===== src/rtl/mult_accumulate_sequencer.sv =====
// mult_accumulate_sequencer
//
// Sequences signed operand pairs through an external multi-cycle multiplier
// and accumulates the products into a signed dot-product sum. One pair is in
// flight at a time. The sum is presented with a valid/ready handshake when the
// pair flagged "last" has been accumulated.
//
// Ports
//   clock, reset                  rising-edge clock, synchronous active-high reset
//   in_valid/in_ready             operand pair handshake (in_a, in_b, in_last)
//   mul_start                     one-cycle start pulse to the multiplier
//   mul_multiplicand/multiplier   captured operands, stable from issue to done
//   mul_product/mul_done          signed product and its valid strobe
//   acc_valid/acc_ready           result handshake
//   acc_result                    signed running sum (always visible)
//   acc_overflow                  sticky signed-overflow flag for the current sum
//
// ACC_W must be at least 2*N so that a single product fits without loss.

module mult_accumulate_sequencer #(
    parameter int N     = 4,
    parameter int ACC_W = 2*N+4
) (
    input  logic                    clock,
    input  logic                    reset,
    input  logic                    in_valid,
    output logic                    in_ready,
    input  logic signed [N-1:0]     in_a,
    input  logic signed [N-1:0]     in_b,
    input  logic                    in_last,
    output logic                    mul_start,
    output logic signed [N-1:0]     mul_multiplicand,
    output logic signed [N-1:0]     mul_multiplier,
    input  logic signed [2*N-1:0]   mul_product,
    input  logic                    mul_done,
    output logic                    acc_valid,
    input  logic                    acc_ready,
    output logic signed [ACC_W-1:0] acc_result,
    output logic                    acc_overflow
);

    typedef enum logic [1:0] {
        IDLE   = 2'd0,
        ISSUE  = 2'd1,
        WAIT   = 2'd2,
        OUTPUT = 2'd3
    } state_t;

    state_t state, state_nxt;

    logic signed [N-1:0]     a_q;
    logic signed [N-1:0]     b_q;
    logic                    last_q;
    logic signed [ACC_W-1:0] acc;
    logic                    ovf;

    logic                    capture_en;
    logic                    acc_add_en;
    logic                    acc_clr_en;
    logic signed [ACC_W-1:0] addend;
    logic signed [ACC_W-1:0] sum;

    // A size cast of a signed operand replicates its sign bit.
    function automatic logic signed [ACC_W-1:0] sign_extend(input logic signed [2*N-1:0] p);
        return ACC_W'(p);
    endfunction

    // Two's-complement overflow: like-signed addends giving a differently signed sum.
    function automatic logic add_overflows(input logic a_msb, input logic b_msb, input logic s_msb);
        return (a_msb == b_msb) && (s_msb != a_msb);
    endfunction

    assign addend = sign_extend(mul_product);
    assign sum    = acc + addend;   // wraps naturally at ACC_W bits

    always_ff @(posedge clock) begin
        if (reset) begin
            state <= IDLE;
        end else begin
            state <= state_nxt;
        end
    end

    always_comb begin
        state_nxt  = state;
        in_ready   = 1'b0;
        mul_start  = 1'b0;
        acc_valid  = 1'b0;
        capture_en = 1'b0;
        acc_add_en = 1'b0;
        acc_clr_en = 1'b0;
        unique case (state)
            IDLE: begin
                in_ready = 1'b1;
                if (in_valid) begin
                    capture_en = 1'b1;
                    state_nxt  = ISSUE;
                end
            end
            ISSUE: begin
                mul_start = 1'b1;
                state_nxt = WAIT;
            end
            WAIT: begin
                // No timeout: the multiplier is trusted to answer eventually.
                if (mul_done) begin
                    acc_add_en = 1'b1;
                    state_nxt  = last_q ? OUTPUT : IDLE;
                end
            end
            OUTPUT: begin
                acc_valid = 1'b1;
                if (acc_ready) begin
                    acc_clr_en = 1'b1;
                    state_nxt  = IDLE;
                end
            end
            default: state_nxt = IDLE;
        endcase
    end

    // Capture registers: the multiplier operands change only on acceptance.
    always_ff @(posedge clock) begin
        if (reset) begin
            a_q    <= '0;
            b_q    <= '0;
            last_q <= 1'b0;
        end else if (capture_en) begin
            a_q    <= in_a;
            b_q    <= in_b;
            last_q <= in_last;
        end
    end

    // Accumulator and sticky overflow; both clear on the output handshake.
    always_ff @(posedge clock) begin
        if (reset) begin
            acc <= '0;
            ovf <= 1'b0;
        end else if (acc_add_en) begin
            acc <= sum;
            ovf <= ovf | add_overflows(acc[ACC_W-1], addend[ACC_W-1], sum[ACC_W-1]);
        end else if (acc_clr_en) begin
            acc <= '0;
            ovf <= 1'b0;
        end
    end

    assign mul_multiplicand = a_q;
    assign mul_multiplier   = b_q;
    assign acc_result       = acc;
    assign acc_overflow     = ovf;

endmodule


===== config.mk =====
export PLATFORM = sky130hd
export DESIGN_NAME = mult_accumulate_sequencer
export DESIGN_NICKNAME = d
export VERILOG_FILES = /design/src/rtl/mult_accumulate_sequencer.sv
export SDC_FILE = /design/constraint.sdc
export NUM_CORES = 1
export LEC_CHECK = 0
export CAP_MARGIN = 20
export CORE_ASPECT_RATIO = 1.1
export CORE_UTILIZATION = 40
export CTS_BUF_LIST = sky130_fd_sc_hd__clkbuf_4
export CTS_CLUSTER_SIZE = 30
export DETAILED_ROUTE_END_ITERATION = 10
export MAX_ROUTING_LAYER = met4
export PLACE_DENSITY = 0.73
export SLEW_MARGIN = 10
export SYNTH_ARGS = -nofsm -noshare
export SYNTH_HDL_FRONTEND = slang
export SYNTH_SLANG_ARGS = --single-unit

===== constraint.sdc =====
create_clock -name clock -period 4.21 [get_ports clock]
set_input_delay 0.842 -clock clock [delete_from_list [all_inputs] [get_ports clock]]
set_output_delay 0.842 -clock clock [all_outputs]
set_load 0.05 [all_outputs]

After elaboration in Yosys (flattened, before gate mapping)
Index checks and enable logic that the tools add are counted.

word-level totals
  bits of input ports = 22
  register bits = 24
  output and inout bits = 24

operators by class
  equal/unequal tests = 8
  bitwise operators = 1
  reduce and logical (&&, ||, !) cells = 4
  $add $sub $neg = 1
  multiplexer cells = 18

operator list
  kind                                                              number
  12-bit 2-to-1 mux                                                 2
  12-bit by 8-bit adder with 12-bit output                          1
  1-bit 2-to-1 mux                                                  11
  2-bit 2-to-1 mux                                                  4
  2-bit one-hot mux with 4 select lines                             1
  2-bit != test (second input constant)                             3
  2-bit == test (second input constant)                             2
  3-bit AND reduction                                               1
  2-bit by 1-bit == test with 1-bit output (second input constant)  1
  2-bit zero test                                                   1
  2-bit nonzero test                                                1
  1-bit == test                                                     1
  1-bit logical AND                                                 1
  1-bit != test                                                     1
  1-bit bitwise OR                                                  1

Depth between registers and ports, before layout
  depth in word-level cells = 5
  gate-level depth with buffers = 9
  gate-level depth less buffers = 9

Worst setup path before layout
Ideal clock, no wire load.

  path type = input-to-reg
  start = in mul_product[0]
  end = reg acc[10], in the netlist acc_result[10]
  setup slack = 1498 ps
  data arrival time = 2593 ps
  buffers on the path = 0
  stages on the path = 9
  library setup time = 119 ps
  cell sequence = ha_1 fa_1 a21o_1 a21oi_2 o21ai_1 a21o_1 a221oi_1 mux2i_1 nand2_1

on the way
  cells in the longest elaborated chain, start to end = 2

ends and longest elaborated chain
  element                                   RTL line  source
  from (decl)                               34        input logic signed [2*N-1:0] mul_product,
  12-bit by 8-bit adder with 12-bit output  74        assign sum = acc + addend;
  12-bit 2-to-1 mux                         140       end else if (acc_add_en) begin
  to (signal assigned)                      141       acc <= sum;
  to (decl)                                 54        logic signed [ACC_W-1:0] acc;

No other way between the ends.
A chain may end at the register's enable or synchronous reset.

Final worst setup path
Ends and elaborated chain as after synthesis.

==> flow_summary_export.csv <==
group,metric,value,unit
run_status,status,"complete, no violations",
power_and_ir_drop,power.leakage,0.752,nW
setup_path,worst-path-max-fanout,3,
timing,finalCritPeriodShare,0.694,
timing,skew,0.00824,ns
placement,hpwl,2490,um
cells_and_area,final_cells,260,
logic_synthesis,synth_top_area_share,0.338,
routing,avgRoutedWirePerCell,12.5,um
clock_network,clock_sinks,24,
timing,fmax,342,MHz
timing,fin_setup_tns,0,ns
power_and_ir_drop,vdd_drop_max,0.113,mV
logic_synthesis,yosys_warnings,0,
routing,drt_iter0_drc,55,
placement,pre_cts_ws,0.946,ns
logic_synthesis,syn_avg_cell_area,8.37,um2
logic_synthesis,synth.area.top_cells,"dfxtp_1 (34%), ha_1 (9.7%), nand2_1 (7.7%)",
setup_path,r2r_end,"acc_result[10]$_SDFFE_PP0P_",
logic_synthesis,syn-cell-area,1420,um2
logic_synthesis,postSynthCellCount,170,
global_routing,grt_max_degree,22,
clock_network,clkTransAtPathRegs,0.13,ns
routing,first_pass_iters,4,
timing,fin_crit,2.92,ns
placement,place_inst,256,
timing,final-setup-viol-count,0,
setup_path,max_stage_delay,0.41,ns
min_path,min_to,"mul_multiplier[0]$_SDFFE_PP0P_",
die,start_util,0.424,
die,coreArea,3360,um2
cells_and_area,layout.nets,247,
min_path,hold_path.class,"reg -> reg",
die,die_area,3800,um2
clock_network,worstSkewPairLatency,0.31,ns
routing,vias,1335,
min_path,hold-path-cell-count,2,
setup_path,critical-path-slowest-cell,"fa_1",
logic_synthesis,yosysSeqAreaShare,0.338,
power_and_ir_drop,power_density,254,nW/um2
setup_path,r2r_cells,9,
clock_network,cts_setup_buffers,0,
placement,io_buffers,45,
logic_synthesis,synth_top_cells_by_count,"nand2_1 (29), dfxtp_1 (24), a21oi_1 (18), nor2_1 (13), ha_1 (11)",
logic_synthesis,synth.distinct_cells,41,
logic_synthesis,ys_async_sr_fraction,0,
cells_and_area,final_layout_size_suffix_gt1_frac,0.0566,
setup_path,cp_common_cell,"a21o_1",
placement,gp_congestion,0.828,
setup_path,crit_type,"in -> reg",
setup_path,r2r_slack,1.90,ns
logic_synthesis,synthesis.nets,204,
timing,hold_violations,0,
setup_path,crit_required,4.43,ns
cells_and_area,diodes,0,
setup_path,crit_path_end_kind,"flip-flop",
logic_synthesis,synth_largest_area_cell,"dfxtp_1",
logic_synthesis,synth.most_common_cell,"nand2_1",
setup_path,worst-path-buf-inv,1,
global_routing,grt_pass1_vias,1295,
logic_synthesis,ys.flop_type,"dfxtp_1",
setup_path,critical_path.top_delay_family,"compound AO/OA/AOI/OAI gates",
clock_network,hold_buffers,0,
die,ios,46,
cells_and_area,area_delta_synth_final,35.4,%
timing,worst_slack,1.29,ns
setup_path,crit_chain,"clkdlybuf4s50_1 > ha_1 > fa_1 > a21o_1 > a21oi_2 > o21ai_1 > a21o_1 > a221oi_1 > mux2i_1 > nand2_1",
clock_network,cts_resized,0,
global_routing,antenna_found_initial,0,
timing,max_slew_margin,0.526,
setup_path,startpoint_type,"primary input",
clock_network,cts_tree,"done",
logic_synthesis,synth_edf_count,0,
routing,drc,0,
setup_path,r2r_start,"acc_result[0]$_SDFFE_PP0P_",
logic_synthesis,ys_ff_latch,24,
global_routing,grt.total_usage,0.186,
routing,viasPerCell,5.13,
routing,ant_nets,0,
setup_path,crit_arrival,3.14,ns
timing,tightest_slew,0.708,ns
clock_network,numCtsBuffers,3,
die,dieWidth,58.9,um
flow_run,drv_cap,0,
timing,final_max_slew_viol_count,0,
global_routing,grt_pass1_wl,5480,um
timing,rsz0062_at_grt,"no",
global_routing,gr-total-overflow,0,
routing,wirelength,3240,um
die,num_rows,22,
clock_network,cts-root-buf,"clkbuf_4",
clock_network,clockBufferDepth,2,
clock_network,cts.htree.levels,1,
die,die_h,64.5,um
min_path,min_from,"mul_multiplier[0]$_SDFFE_PP0P_",
[state kept, by name (all words and copies together) (netlist names)]
register	flops
acc_overflow	1
last_q	1
mul_multiplicand	4
acc_result	12
mul_multiplier	4
state	2
[worst max path at each step]
stage | from | endpoint | slack (ns) | cells after the start
after floorplan | mul_product[0] | acc_result[10]$_SDFFE_PP0P_ | 1.50 | 9
after global placement | mul_product[0] | acc_result[10]$_SDFFE_PP0P_ | 0.99 | 10
after detailed placement | mul_product[0] | acc_result[10]$_SDFFE_PP0P_ | 0.95 | 10
after CTS | mul_product[0] | acc_result[10]$_SDFFE_PP0P_ | 1.29 | 10
after global routing | mul_product[7] | acc_result[11]$_SDFFE_PP0P_ | 1.21 | 9
final | mul_product[0] | acc_result[10]$_SDFFE_PP0P_ | 1.29 | 10
[layout by cell type, fill, tap and decap left out, drive strengths merged, types with 3 or more instances in the layout]
cell | synthesis | layout
a21oi | 19 | 19
nor2 | 13 | 13
xor2 | 4 | 4
dfxtp | 24 | 24
a21o | 3 | 3
o21ai | 12 | 12
a211oi | 4 | 4
and2 | 4 | 4
nand2 | 29 | 29
nor3 | 3 | 3
ha | 11 | 11
nor3b | 4 | 4
clkbuf | 3 | 3
clkdlybuf4s50 | 0 | 45
xnor2 | 4 | 4
a22oi | 5 | 5
[final cells by class]
type,instances,area (um2)
Clock buffer,3,22.5
Clock inverter,1,3.75
Fill cell,327,1430
Inverter,2,7.51
Multi-Input combinational cell,137,901
Sequential cell,24,480
Tap cell,48,60.1
Timing Repair Buffer,45,450
[metrics by stage]
step / util / hold WS (ns) / power (mW) / area (um2)
2_1_floorplan: - / 0.444 / 0.341 / 1420
3_3_place_gp: 0.566 / 0.441 / 0.390 / 1900
3_5_place_dp: 0.566 / 0.448 / 0.393 / 1900
4_1_cts: 0.573 / 0.467 / 0.495 / 1930
5_1_grt: 0.573 / 0.484 / 0.519 / 1930
6_report: 0.573 / 0.464 / 0.489 / 1930
[metal layers]
layer / vias up / wire (um) / track usage / share of wire
li1: 687 / - / - / -
met1: 608 / 1420 / 0.221 / 0.44
met2: 38 / 1620 / 0.321 / 0.50
met3: 2 / 187 / 0.0259 / 0.058
met4: 0 / 14 / 0.0595 / 0.0043
met5: - / 0 / - / 0
[tightest hold or removal path: stages (launching register included)]
cell,delay (ns)
dfxtp_1,0.33
nand2_1,0.05
a21oi_1,0.05
[kinds of logic (layout without fill, tap and decap cells)]
kind of cell	count (synthesis)	count (layout)	share of synthesized area
multiplexers	3	3	0.0220
XOR/XNOR	8	8	0.0492
buffers and inverters	9	51	0.0290
AND/OR/NAND/NOR	62	62	0.215
adder cells (fa/ha/maj)	12	12	0.111
flip-flops	24	24	0.338
AO/OA/AOI/OAI	52	52	0.236
[power by group]
| group | switching [mW] | internal, mW |
|---|---|---|
| registers | 0.00780 | 0.237 |
| logic | 0.0822 | 0.0603 |
| clock network | 0.0674 | 0.0346 |
| total | 0.157 | 0.332 |
No activity file was read; power rests on OpenSTA's default activity.
